## config.mk

```make
export PLATFORM = sky130hd
export DESIGN_NAME = fpaddsub_exec_stage
export DESIGN_NICKNAME = d
export VERILOG_FILES = /design/src/rtl/fpaddsub_exec_stage.sv
export SDC_FILE = /design/constraint.sdc
export NUM_CORES = 1
export LEC_CHECK = 0
export BUFFER_PORTS_ARGS = -buffer_cell sky130_fd_sc_hd__buf_2
export CAP_MARGIN = 5
export CORE_MARGIN = 5
export CORE_UTILIZATION = 39
export CTS_CLUSTER_DIAMETER = 80
export DETAILED_ROUTE_END_ITERATION = 12
export PLACE_DENSITY = 0.68
export SYNTH_ARGS = -nofsm -noshare
export SYNTH_HDL_FRONTEND = slang
export SYNTH_SLANG_ARGS = --single-unit
```

## constraint.sdc

```tcl
create_clock -name clk -period 4.3 [get_ports clk]
set_input_delay 0.86 -clock clk [delete_from_list [all_inputs] [get_ports clk]]
set_output_delay 0.86 -clock clk [all_outputs]
set_load 0.05 [all_outputs]
```

## src/rtl/fpaddsub_exec_stage.sv

```systemverilog
// Mantissa add/subtract execute stage of a floating-point adder.
// Takes aligned mantissas from the alignment stage, produces the raw
// mantissa sum/difference with carry and the result sign, and buffers
// results in a two-entry (main + skid) elastic stage toward the normaliser.
module fpaddsub_exec_stage #(
  parameter int MANTISSA = 10,
  parameter int EXPONENT = 5
) (
  input  logic                  clk,
  input  logic                  resetn,
  input  logic                  in_valid,
  output logic                  in_ready,
  input  logic [MANTISSA:0]     Mmax,
  input  logic [MANTISSA:0]     Mmin,
  input  logic                  Opr,
  input  logic                  Sa,
  input  logic [EXPONENT-1:0]   Ex,
  output logic                  out_valid,
  input  logic                  out_ready,
  output logic [MANTISSA+1:0]   Sum,
  output logic                  PSgn,
  output logic [EXPONENT-1:0]   ExOut,
  output logic [15:0]           op_count
);

  localparam int SW = MANTISSA + 2;

  typedef enum logic [1:0] {
    ST_EMPTY = 2'd0,
    ST_ONE   = 2'd1,
    ST_TWO   = 2'd2
  } state_t;

  state_t                r_state;
  state_t                w_next_state;
  logic                  r_in_ready;
  logic                  r_out_valid;
  logic [15:0]           r_op_count;

  logic [SW-1:0]         r_main_sum;
  logic                  r_main_psgn;
  logic [EXPONENT-1:0]   r_main_ex;
  logic [SW-1:0]         r_skid_sum;
  logic                  r_skid_psgn;
  logic [EXPONENT-1:0]   r_skid_ex;

  logic [SW-1:0]         w_res_sum;
  logic                  w_res_psgn;
  logic                  w_in_xfer;
  logic                  w_out_xfer;
  logic                  w_load_main_in;
  logic                  w_load_main_skid;
  logic                  w_load_skid;

  assign w_in_xfer  = in_valid & r_in_ready;
  assign w_out_xfer = r_out_valid & out_ready;

  // Mantissa arithmetic: add keeps the carry; subtract recovers from a
  // violated upstream swap by flipping the sign; exact cancellation is +0.
  always_comb begin
    w_res_sum  = {SW{1'b0}};
    w_res_psgn = 1'b0;
    if (Opr == 1'b0) begin
      w_res_sum  = {1'b0, Mmax} + {1'b0, Mmin};
      w_res_psgn = Sa;
    end else if (Mmax == Mmin) begin
      w_res_sum  = {SW{1'b0}};
      w_res_psgn = 1'b0;
    end else if (Mmax > Mmin) begin
      w_res_sum  = {1'b0, Mmax - Mmin};
      w_res_psgn = Sa;
    end else begin
      w_res_sum  = {1'b0, Mmin - Mmax};
      w_res_psgn = ~Sa;
    end
  end

  // Occupancy FSM next state and register load selects.
  always_comb begin
    w_next_state     = r_state;
    w_load_main_in   = 1'b0;
    w_load_main_skid = 1'b0;
    w_load_skid      = 1'b0;
    case (r_state)
      ST_EMPTY: begin
        if (w_in_xfer) begin
          w_next_state   = ST_ONE;
          w_load_main_in = 1'b1;
        end else begin
          w_next_state   = ST_EMPTY;
        end
      end
      ST_ONE: begin
        if (w_in_xfer && !w_out_xfer) begin
          w_next_state = ST_TWO;
          w_load_skid  = 1'b1;
        end else if (!w_in_xfer && w_out_xfer) begin
          w_next_state = ST_EMPTY;
        end else if (w_in_xfer && w_out_xfer) begin
          w_next_state   = ST_ONE;
          w_load_main_in = 1'b1;
        end else begin
          w_next_state = ST_ONE;
        end
      end
      ST_TWO: begin
        if (w_out_xfer) begin
          w_next_state     = ST_ONE;
          w_load_main_skid = 1'b1;
        end else begin
          w_next_state     = ST_TWO;
        end
      end
      default: begin
        w_next_state = ST_EMPTY;
      end
    endcase
  end

  // State, registered handshake outputs and saturating acceptance counter.
  always_ff @(posedge clk) begin
    if (!resetn) begin
      r_state     <= ST_EMPTY;
      r_in_ready  <= 1'b0;
      r_out_valid <= 1'b0;
      r_op_count  <= 16'd0;
    end else begin
      r_state     <= w_next_state;
      r_in_ready  <= (w_next_state != ST_TWO);
      r_out_valid <= (w_next_state != ST_EMPTY);
      if (w_in_xfer && (r_op_count != 16'hFFFF)) begin
        r_op_count <= r_op_count + 16'd1;
      end else begin
        r_op_count <= r_op_count;
      end
    end
  end

  // Main and skid result registers; main always drives the outputs.
  always_ff @(posedge clk) begin
    if (!resetn) begin
      r_main_sum  <= {SW{1'b0}};
      r_main_psgn <= 1'b0;
      r_main_ex   <= {EXPONENT{1'b0}};
      r_skid_sum  <= {SW{1'b0}};
      r_skid_psgn <= 1'b0;
      r_skid_ex   <= {EXPONENT{1'b0}};
    end else begin
      if (w_load_main_in) begin
        r_main_sum  <= w_res_sum;
        r_main_psgn <= w_res_psgn;
        r_main_ex   <= Ex;
      end else if (w_load_main_skid) begin
        r_main_sum  <= r_skid_sum;
        r_main_psgn <= r_skid_psgn;
        r_main_ex   <= r_skid_ex;
      end else begin
        r_main_sum  <= r_main_sum;
        r_main_psgn <= r_main_psgn;
        r_main_ex   <= r_main_ex;
      end
      if (w_load_skid) begin
        r_skid_sum  <= w_res_sum;
        r_skid_psgn <= w_res_psgn;
        r_skid_ex   <= Ex;
      end else begin
        r_skid_sum  <= r_skid_sum;
        r_skid_psgn <= r_skid_psgn;
        r_skid_ex   <= r_skid_ex;
      end
    end
  end

  assign in_ready  = r_in_ready;
  assign out_valid = r_out_valid;
  assign Sum       = r_main_sum;
  assign PSgn      = r_main_psgn;
  assign ExOut     = r_main_ex;
  assign op_count  = r_op_count;

endmodule

```

==> results by stage <==
Critical path:
- On the worst path, the slowest cell contributes a delay of 0.53 ns.
- At the worst endpoint, the required time is 4.53 ns.
- The endpoint type of the worst setup path is a flop.
- The number of buffer and inverter instances along the worst setup path is 2.
- The worst setup path is launched from a primary input.
- Grouping stages by cell kind, the critical path spends the most delay in compound AO/OA/AOI/OAI gates.
- The critical path class is primary input to flop.
- The arrival time of the worst setup path is 3.80 ns.
- Among all stages on the critical path, the largest delay is contributed by ha_1.
- The maximum fanout encountered on the critical timing path is 18.
- The critical path goes through buf_2 > inv_1 > ha_1 > o211ai_1 > a21oi_1 > o21ai_2 > a31oi_4 > mux2i_1 > nand2_1 > and3_1 > o311a_1 > a311oi_2.

Final layout:
- The number of antenna diodes in the final layout is 0.
- The fraction of layout cells with a size suffix above 1 is 16.1%.
- The final net count is 624.
- The area of the multi-input gates is 2440 sq um.
- Fill cells in the final layout number 1013.
- The sequential cell area in the final layout is 1120 sq um.
- The layout-stage area growth over the synthesis result is 14.0%.

Global routing:
- The first global-routing pass estimated 15100 microns of wire.
- Global routing used 15.4% of the available tracks across all layers.
- For this run the aggregate overflow at the end of global routing stands at 0.
- The initial antenna violation count came to 0.
- The maximum number of pins on one net before global-route repair is 26.
- The number of global-route vias before repair was 3281.

Yosys:
- In the synthesized netlist, the number of instances is 495.
- The most used flip-flop cell after synthesis is dfxtp_1.
- After synthesis the cells add up to 3820 sq um.
- The post-synthesis area per instance is 7.71 sq um.
- The synthesized netlist net count is 566.
- Sequential elements use 29.4% of the synthesized area.
- After synthesis, the most frequently instantiated cells are nand2_1 (71), dfxtp_1 (56), nor2_1 (55).
- Of all flip-flops after synthesis, the portion carrying an async set or reset was 0%.
- The portion of synthesized cell area occupied by the leading cell type is 29.4%.
- Sorting the synthesized cells by area gives the leading types as dfxtp_1 (29%), ha_1 (11%), nand2_1 (7.0%).
- The post-synthesis sequential element count is 56.
- The number of flops mapped to enable cells by yosys is 0.
- The warning count from the yosys run is 0.
- The biggest area contributor in the post-synthesis netlist is dfxtp_1.
- Yosys mapped the design onto 57 distinct sky130hd cell types.
- The most frequent cell after synthesis is nand2_1.

Floorplanning:
- In this run the core area contains 36 standard-cell rows.
- Once the floorplan was initialized, standard cells occupied 39.6% of the core.
- The y dimension of the die is 109 microns.
- The area enclosed by the die boundary is 11900 sq um.
- 69 I/O pins were placed.
- The placeable core area is 9640 sq um.
- The die extent in x is 109 microns.

Status:
- The run finished with clean final reports.

Timing:
- The highest clock rate is 279 MHz.
- The total setup violations reported at the end of the flow is 0.
- The share of the clock period used by the worst path is 83.2%.
- The final-report hold violation count is 0.
- The worst slew margin relative to its limit is 50.1%.
- The clock period minus worst slack is 3.58 ns.
- Setup repair after global routing left no endpoint under its margin.
- The max-slew violation count is 0.
- The pin slew with the least headroom to its limit is 0.739 ns.
- The tightest hold path in the finished design has a slack of 0.460 ns.
- Setup total negative slack on the finished layout was measured at 0 ns.
- Across the routed clock network, the largest skew measured is 0.00755 ns.

Power and ir drop:
- In this run the static leakage power is 0.00197 uW.
- The worst supply voltage drop on vdd is 148 uV.
- The total chip power is 1290 uW.
- Dividing total power by cell area gives a power density of 296 nW/um^2.

Clock network:
- The number of hold buffers added after cts is 0.
- The post-cts gate resize count is 0.
- The number of CTS-inserted buffers is 5.
- Clock-pin slew was measured on the worst setup and hold paths at 0.09 ns.
- Counting every sink on the clock net gives 56.
- The number of setup buffers added after CTS is 0.
- The clock tree from TritonCTS is built.
- The buffer levels on the longest clock path is 2.
- The H-tree depth is 2.
- The master cell of the clock root buffer is clkbuf_8.
- Clock latency on the worst-skew pair, taken at its later pin, is 0.31 ns.

Hold path:
- The worst hold path belongs to the class flop to flop.

Place:
- The count of buffers added on input and output ports is 68.
- The estimated wirelength of the detail-placed design is 7360 microns.
- Routability-driven placement finished with a final weighted congestion of 0.910.

Detailed routing:
- The post-detailed-routing wire length is 9270 microns.
- For this block, the via count after detailed routing is 3514.
- The remaining antenna violation count after routing is 0.
- The via count normalized by instance count is 5.12.
- The final routed DRC violation total is 0.
- Dividing the detail-routed wire length by the instance count gives 13.5 microns.
- The detailed-routing iteration count for the pre-antenna-repair pass is 4.
- For this block, the initial DRC count from the detailed router was 147.

Job:
- The number of violations of the max-capacitance limit is 0.
-- power by group --
part / internal (uW) / switching (uW) / total [uW]
clock: 111 / 158 / 269
sequential: 549 / 18.7 / 567
combinational: 159 / 293 / 452
total: 819 / 470 / 1290
-- path summary, 6_finish.rpt --
path,from,cells after the start,endpoint,slack (ns)
setup / recovery,Mmax[4],12,Sum[10],0.72
hold / removal,r_skid_ex[4],2,r_skid_ex[4],0.46
setup reg to reg,op_count[3],9,op_count[13],2.07
hold reg to reg,r_skid_ex[4],2,r_skid_ex[4],0.46
-- tightest hold or removal path, cell delays in order (launching register included) --
cell,delay (ns)
dfxtp_1,0.32
nand2_1,0.05
a21oi_1,0.05
-- through the flow --
stage	utilization, %	std cells	worst slack [ns]	area (sq um)
5_1_grt	45.1	686	0.380	4350
6_report	45.1	686	0.722	4350
3_3_place_gp	44.3	679	0.545	4270
2_1_floorplan	-	495	1.04	3820
4_1_cts	45.1	686	0.732	4350
3_5_place_dp	44.3	679	0.401	4270
-- registers in the layout, summed over array words and instances, names as in the netlist --
signal       cells
op_count        16
Sum             12
r_skid_sum      12
ExOut            5
r_skid_ex        5
r_state          2
PSgn             1
in_ready         1
out_valid        1
r_skid_psgn      1
-- layout by cell type (no fill, tap or decap), types with 7 or more instances in the layout --
master / count
a21oi_1: 43
dfxtp_1: 56
nand3_1: 13
buf_2: 68
xor2_1: 14
a22oi_1: 7
buf_4: 7
nor2_1: 55
and3_1: 7
o21ai_0: 21
mux2i_1: 12
ha_1: 35
nand2_1: 71
xnor2_1: 7
inv_1: 39
-- routing by layer --
| layer | track usage (%) | up-vias | share of wire, % |
|---|---|---|---|
| li1 | - | 1813 | - |
| met1 | 19.8 | 1614 | 45 |
| met2 | 27.8 | 80 | 49 |
| met3 | 1.54 | 7 | 5.1 |
| met4 | 3.61 | 0 | 0.89 |
| met5 | 0 | - | 0 |
-- cell families after synthesis --
kind of cell | count (synthesis) | share of synthesized area [%]
AO/OA/AOI/OAI | 122 | 21.5
multiplexers | 14 | 3.74
buffers and inverters | 64 | 6.62
XOR/XNOR | 21 | 4.82
AND/OR/NAND/NOR | 180 | 20.9
flip-flops | 56 | 29.4
adder cells (fa/ha/maj) | 38 | 13.0
-- area by class of cell --
cell class	instances	area share, %
Clock inverter	1	0.115
Sequential cell	56	25.8
Clock buffer	6	1.67
Timing Repair Buffer	75	9.03
Multi-Input combinational cell	375	56.2
Tap cell	133	3.82
Inverter	40	3.45
Power figures use the tool's default switching activity.
